===== config.mk =====
export PLATFORM = sky130hd
export DESIGN_NAME = mod_reduce_seq
export DESIGN_NICKNAME = d
export VERILOG_FILES = /design/src/rtl/mod_reduce_seq.sv
export SDC_FILE = /design/constraint.sdc
export NUM_CORES = 1
export LEC_CHECK = 0
export CORE_MARGIN = 1
export CORE_UTILIZATION = 40
export CTS_CLUSTER_DIAMETER = 40
export DETAILED_ROUTE_END_ITERATION = 6
export GPL_ROUTABILITY_DRIVEN = 0
export PLACE_DENSITY_LB_ADDON = 0.3
export SLEW_MARGIN = 20
export SYNTH_ARGS = -nofsm -noshare
export SYNTH_HDL_FRONTEND = slang
export SYNTH_SLANG_ARGS = --single-unit

===== constraint.sdc =====
create_clock -name clk -period 7.7 [get_ports clk]
set_input_delay 1.155 -clock clk [delete_from_list [all_inputs] [get_ports clk]]
set_output_delay 1.155 -clock clk [all_outputs]
set_load 0.1 [all_outputs]

===== src/rtl/mod_reduce_seq.sv =====
// Sequential modular reducer: computes in_data mod M by folding CHUNK operand
// bits per cycle, MSB first, with valid/ready handshakes on both sides.
module mod_reduce_seq #(
  parameter int unsigned IN_W  = 32,
  parameter int unsigned M     = 997,
  parameter int unsigned RW    = 10,
  parameter int unsigned CHUNK = 6
) (
  input  logic            clk,
  input  logic            rst,
  input  logic            in_valid,
  output logic            in_ready,
  input  logic [IN_W-1:0] in_data,
  output logic            out_valid,
  input  logic            out_ready,
  output logic [RW-1:0]   out_data,
  output logic            busy
);

  localparam int unsigned NCH  = (IN_W + CHUNK - 1) / CHUNK;
  localparam int unsigned SR_W = NCH * CHUNK;
  localparam int unsigned CW   = $clog2(NCH + 1);
  localparam int unsigned TW   = RW + 1;

  typedef enum logic [1:0] {IDLE, RUN, DONE} state_t;

  state_t            state;
  state_t            state_nxt;
  logic [SR_W-1:0]   sr;
  logic [RW-1:0]     r;
  logic [CW-1:0]     cnt;
  logic [RW-1:0]     r_fold;
  logic [CHUNK-1:0]  chunk;
  logic [TW-1:0]     t;
  logic              accept_c;
  logic              last_c;

  // Reset dominates any handshake, so in_ready is masked while rst is high.
  assign in_ready = (state == IDLE) && !rst;
  assign out_data = r;
  assign accept_c = in_valid && (state == IDLE);
  // cnt reaching NCH marks the settle cycle after the final fold.
  assign last_c   = (cnt == CW'(NCH));

  // Horner fold of the top chunk of sr into the residue, one conditional subtract per bit.
  always_comb begin
    r_fold = r;
    chunk  = sr[SR_W-1 -: CHUNK];
    t      = '0;
    for (int i = 0; i < int'(CHUNK); i++) begin
      t = {r_fold, chunk[CHUNK-1]};
      if (t >= TW'(M)) begin
        t = t - TW'(M);
      end
      r_fold = t[RW-1:0];
      chunk  = chunk << 1;
    end
  end

  // State register.
  always_ff @(posedge clk) begin
    if (rst) begin
      state <= IDLE;
    end else begin
      state <= state_nxt;
    end
  end

  // Next-state logic.
  always_comb begin
    state_nxt = state;
    case (state)
      IDLE:    if (accept_c) state_nxt = RUN;
      RUN:     if (last_c) state_nxt = DONE;
      DONE:    if (out_ready) state_nxt = IDLE;
      default: state_nxt = IDLE;
    endcase
  end

  // Datapath and registered status outputs.
  always_ff @(posedge clk) begin
    if (rst) begin
      sr        <= '0;
      r         <= '0;
      cnt       <= '0;
      out_valid <= 1'b0;
      busy      <= 1'b0;
    end else begin
      out_valid <= (state_nxt == DONE);
      busy      <= (state_nxt != IDLE);
      case (state)
        IDLE: begin
          if (accept_c) begin
            sr  <= SR_W'(in_data);
            r   <= '0;
            cnt <= '0;
          end
        end
        RUN: begin
          if (!last_c) begin
            sr  <= sr << CHUNK;
            r   <= r_fold;
            cnt <= cnt + CW'(1);
          end
        end
        default: ;
      endcase
    end
  end

endmodule


# Yosys cells after proc, flatten, opt, wreduce, memory -nomap -nowiden
# Cells that the tools add are included.
# op_classes
n_addsub	7
magnitude_cmp	6
n_eq_ne	6
muxes	19
n_reduce_logical	7
# op_table
operator	n
$mux 10	8
$mux 36	2
$pmux 36 s2	1
$ge 11x10->1 const B	6
$sub 10x10->10 const B	6
$pmux 10 s2	1
$mux 2	3
$mux 3	2
$pmux 2 s3	1
$pmux 3 s2	1
$eq 2x2->1 const B	2
$ne 2x2->1 const B	2
$reduce_bool 2->1	2
$add 3x1->3 const B	1
$eq 3x3->1 const B	1
$reduce_and 3->1	1
$eq 2x1->1 const B	1
$logic_and 1x1->1	2
$logic_not 2->1	1
$logic_not 1->1	1
# word_totals
reg_bits	53
wordCells	51

# Longest topological paths before layout
# depth
depth_word	14
depth_mapped	29

# Worst setup path before layout
# No wires, ideal clock.
# synth_path
path_type	flip-flop to flip-flop
from	reg r[0] (netlist: out_data[0])
to	reg r[2] (netlist: out_data[2])
setup_ns	0.117
arrival_time_ns	7.349
setup_slack_ns	0.233
stages_incl_launch_ff	29
n_path_buf	2
cell_sequence	dfxtp_1 > buf_4 > inv_1 > ha_1 > nor2b_1 > o21ai_0 > mux2_2 > o21ai_0 > nor2_1 > a21oi_4 > mux2i_4 > o211ai_2 > a221o_1 > and2_4 > a21oi_2 > buf_2 > xnor2_1 > inv_1 > ha_1 > nor2_1 > a211oi_1 > mux2_2 > a2111oi_4 > o2111ai_1 > a21oi_1 > xnor2_1 > o41a_1 > or3_1 > a32o_1
# synth_between
elab_chain_cells	14
# synth_rtl
element	line_no	source
from (decl)	30	logic [RW-1:0] r;
from (signal assigned)	102	r <= r_fold;
$sub 10x10->10 or $ge 11x10->1 (tied branches)	53, 52	
$mux 10 *	52	if (t >= TW'(M)) begin
$sub 10x10->10 or $ge 11x10->1 (tied branches)	53, 52	
$mux 10 *	52	
$sub 10x10->10 or $ge 11x10->1 (tied branches)	53, 52	
$mux 10 *	52	
$sub 10x10->10 or $ge 11x10->1 (tied branches)	53, 52	
$mux 10 *	52	
$ge 11x10->1 or $sub 10x10->10 (tied branches)	52, 53	
$mux 10 *	52	
$sub 10x10->10 or $ge 11x10->1 (tied branches)	53, 52	
$mux 10 *	52	
$mux 10 *	100	if (!last_c) begin
$pmux 10 s2 *	91	case (state)
# Every way passes the cells marked *; elsewhere a longest branch is shown, timed or not. The select of a mux whose other input is x is not followed.
# A chain may end at the register's enable or synchronous reset.

# Final worst setup path
# layout_path
from	reg sr[35]
to	reg r[2] (netlist: out_data[2])
# layout_between
elab_chain_cells	14
# layout_rtl
element	line_no	source
from (decl)	29	logic [SR_W-1:0] sr;
from (signal assigned)	94	sr <= SR_W'(in_data);
from (signal assigned)	101	sr <= sr << CHUNK;
$sub 10x10->10 or $ge 11x10->1 (tied branches)	53, 52	
$mux 10 *	52	
$sub 10x10->10 or $ge 11x10->1 (tied branches)	53, 52	
$mux 10 *	52	
$sub 10x10->10 or $ge 11x10->1 (tied branches)	53, 52	
$mux 10 *	52	
$sub 10x10->10 or $ge 11x10->1 (tied branches)	53, 52	
$mux 10 *	52	
$ge 11x10->1 or $sub 10x10->10 (tied branches)	52, 53	
$mux 10 *	52	
$sub 10x10->10 or $ge 11x10->1 (tied branches)	53, 52	
$mux 10 *	52	
$mux 10 *	100	
$pmux 10 s2 *	91	
# Marked as above.

==> results.cfg <==
[route]
num_vias = 5188
routed-wl-met3_um = 894
top_layer = met4
wl_met2_um = 6930
detail_route.iter0.violations = 530
vias_per_cell = 6.39
first_pass_iters = 6
drc = 0
wl_per_cell_um = 17.4
route.antenna.remaining_nets = 0
detail_route.wirelength_um = 14200
wl_met1_um = 6070

[global_routing]
grt_pass1_vias = 4855
largest_net_degree_at_the_start_of_global_routing = 48
grt_pass1_wl_um = 23400
antenna_found_initial = 0
grtUsageTotal = 0.223
grt_overflow_total = 0

[logic_synthesis]
postSynthCellCount = 627
postSynth.asyncResetShare = 0
yosysTopAreaCellShare = 0.217
netlist.top_cell.by_area = dfxtp_1
synth-xor-area-share = 0.0478
synth.yosys.seq_area_share = 0.217
postSynthNetCount = 669
ys_seq_elements = 53
syn_area_mm2 = 0.00490
synth_enable_flop_cells = 0
yosys_warnings = 0
synthDistinctLibCells = 90
synth_compound_gate_area_share = 0.377
synth_mux_area_frac = 0.0644
synth.top_cells.by_area = dfxtp_1 (22%), nor2_1 (5.8%), nand2_1 (4.5%)
synthesis.area_per_instance_um2 = 7.81
simple_gate_portion_of_the_synthesized_area = 0.230
synth-main-ff-cell = dfxtp_1
share_of_synthesized_cell_area_in_full_adder_half_adder_and_majority_cells = 0.0174
combinational_family_with_the_most_area_after_synthesis = compound AO/OA/AOI/OAI gates

[clock_tree]
clk_sinks = 53
clk_pin_slew_ps = 70
cts_root_buffer = clkbuf_16
max-clock-path-buffers = 2
clock_tree.htree_level_count = 2
cts_tree = yes
hold_buffers = 0
clock_latency_ps = 290
cts_inserted_buffers = 5

[power_and_ir_drop]
internal_power_mw = 0.529
p_per_area_mw_per_mm2 = 145
share_comb_of_total_power = 0.350
max-vdd-ir-drop_mv = 0.115
power.share.switching = 0.363
clockPowerShare = 0.274
net-switching-power_mw = 0.301
leakage_nw = 2.04
pwr-share-seq = 0.376

[placed_design]
dp.final_hpwl_um = 10700
placed_cell_area_mm2 = 0.00548
port-buffer-count = 48
preCtsSetupSlack_ps = 330

[critical_path]
worstReg2RegEnd = out_data[2]
r2r-start = sr[35]
worst-setup-path-type = reg2reg
crit_path_arrival_time_ps = 7450
reg2reg_setup_slack_ps = 440
startpoint_type = flop
worst_r2r_path_depth = 27
path_max_fanout = 11
end_kind = flop
crit_path_required_time_ps = 7890

[timing]
worst_pin_slew_ps = 1020
min_period_ps = 7260
slew_viol_final = 0
max_freq_mhz = 138
timing.final.crit_share = 0.943
max-slew-margin-rel = 0.321
final_hold_viol_count = 0
fin_ws_ps = 439
finClkSkew_ps = 6.98
setup_total_negative_slack_ps = 0
final-setup-viol-count = 0

[die]
core_area_mm2 = 0.0120
die_y_um = 113
design.die.area_mm2 = 0.0127
initial_utilization = 0.409
die_width_um = 113
io_pins = 49
rows = 40

[layout]
share_of_layout_cells_above_drive_strength_1 = 0.129
areaGrowthSynthToFinish_pct = 16.5
nNetsFinal = 706
layout.core_utilization = 0.477
mostFrequentLayoutCell = nor2_1
nFillCells = 1165
fin_area_mm2 = 0.00570
insertedDiodeCount = 0
layout.cells.most_common_list = nor2_1 (73), nand2_1 (59), dfxtp_1 (50)

[run]
max-cap-violations = 0

[worst_hold_path]
hold_path.startpoint = sr[14]
hold_class = reg2reg
worst_hold_depth = 2
timing.hold.worst_endpoint = sr[14]

[run_status]
run_status = finished, final reports clean
==> metal layers <==
metal  up-vias  GRT usage
met5         -          0
met4         0     0.0747
met3        26     0.0227
li1       2486          -
met1      2454      0.285
met2       222      0.390
==> layout make-up <==
type	count	area (µm²)	share of cell area
Multi-Input combinational cell	525	3640	0.639
Tap cell	147	184	0.0323
Clock buffer	6	139	0.0244
Sequential cell	53	1060	0.187
Inverter	15	56.3	0.00987
Clock inverter	2	13.8	0.00241
Timing Repair Buffer	64	601	0.105
==> flip-flops by register name, summed over array words and instances, names as in the netlist <==
name	flops
sr	36
out_data	10
cnt	3
state	2
busy	1
out_valid	1
==> power groups by stage <==
stage	sequential (mW)	combinational [mW]	clock, mW
final	0.312	0.290	0.227
after detailed placement	0.318	0.283	0
after global routing	0.315	0.315	0.242
after global placement	0.317	0.278	0
after floorplan	0.330	0.196	0
after CTS	0.312	0.284	0.233
==> how the worst max path moves through the flow <==
stage	from	endpoint	cells past startpoint
finish	sr[35]	out_data[2]	27
global route	sr[35]	out_data[2]	27
CTS	out_data[2]	out_data[2]	24
detailed placement	out_data[2]	out_data[2]	24
global placement	out_data[2]	out_data[2]	24
floorplan	out_data[0]	out_data[2]	28
==> critical path, stage by stage (launching register included) <==
cell	delay (ps)
dfxtp_1	330
buf_4	210
ha_1	250
nor3_4	70
a211oi_1	320
o311ai_2	110
buf_4	200
a211oi_2	510
a211oi_4	190
a21oi_4	360
mux2i_4	440
o211ai_2	160
a221o_1	390
and2_4	190
a21oi_2	190
xnor2_1	190
inv_1	110
ha_1	280
nor2_1	170
a211oi_1	100
mux2_2	310
a2111oi_4	370
o2111ai_1	160
a21oi_1	200
xnor2_1	190
o41a_1	510
or3_1	400
a32o_1	250
==> timing repair <==
| item | CTS | global route |
|---|---|---|
| endpoints found under the setup margin | 0 | 9 |
| gates resized for setup | 0 | 9 |
| setup buffers | 0 | 5 |
==> synthesized netlist by cell type, drive strengths merged, types with 3 or more instances <==
cell / instances
nor2b: 3
nand2b: 4
mux2i: 22
or2: 5
o32ai: 3
nor3b: 3
or3: 3
nor3: 19
mux2: 7
ha: 6
a211oi: 35
a311oi: 5
o211ai: 10
inv: 15
dfxtp: 53
o311ai: 5
nand3: 19
a32o: 3
or4: 3
o311a: 4
a22oi: 26
xor2: 6
o21a: 3
o31ai: 4
a21oi: 46
a211o: 9
nor4: 8
nand2: 59
a31oi: 10
buf: 16
clkbuf: 18
nand4: 10
a2111oi: 5
nor2: 75
xnor2: 16
a21o: 8
o22ai: 3
o21ai: 28
and2: 7
and3: 10
a221o: 3
==> through the flow <==
step	std cells	hold slack, ps	total power, mW
floorplan	627	436	0.526
global placement	799	446	0.595
detailed placement	799	454	0.601
CTS	807	464	0.828
global route	812	475	0.872
finish	812	461	0.830
==> logic make-up (layout without fill, tap and decap cells) <==
group,count (synthesis),count (layout)
compound gates,233,233
xor+xnor,22,22
fa+ha+maj,7,7
buf+inv,49,87
flops,53,53
mux,29,29
simple gates,234,234
Power figures use the tool's default switching activity.
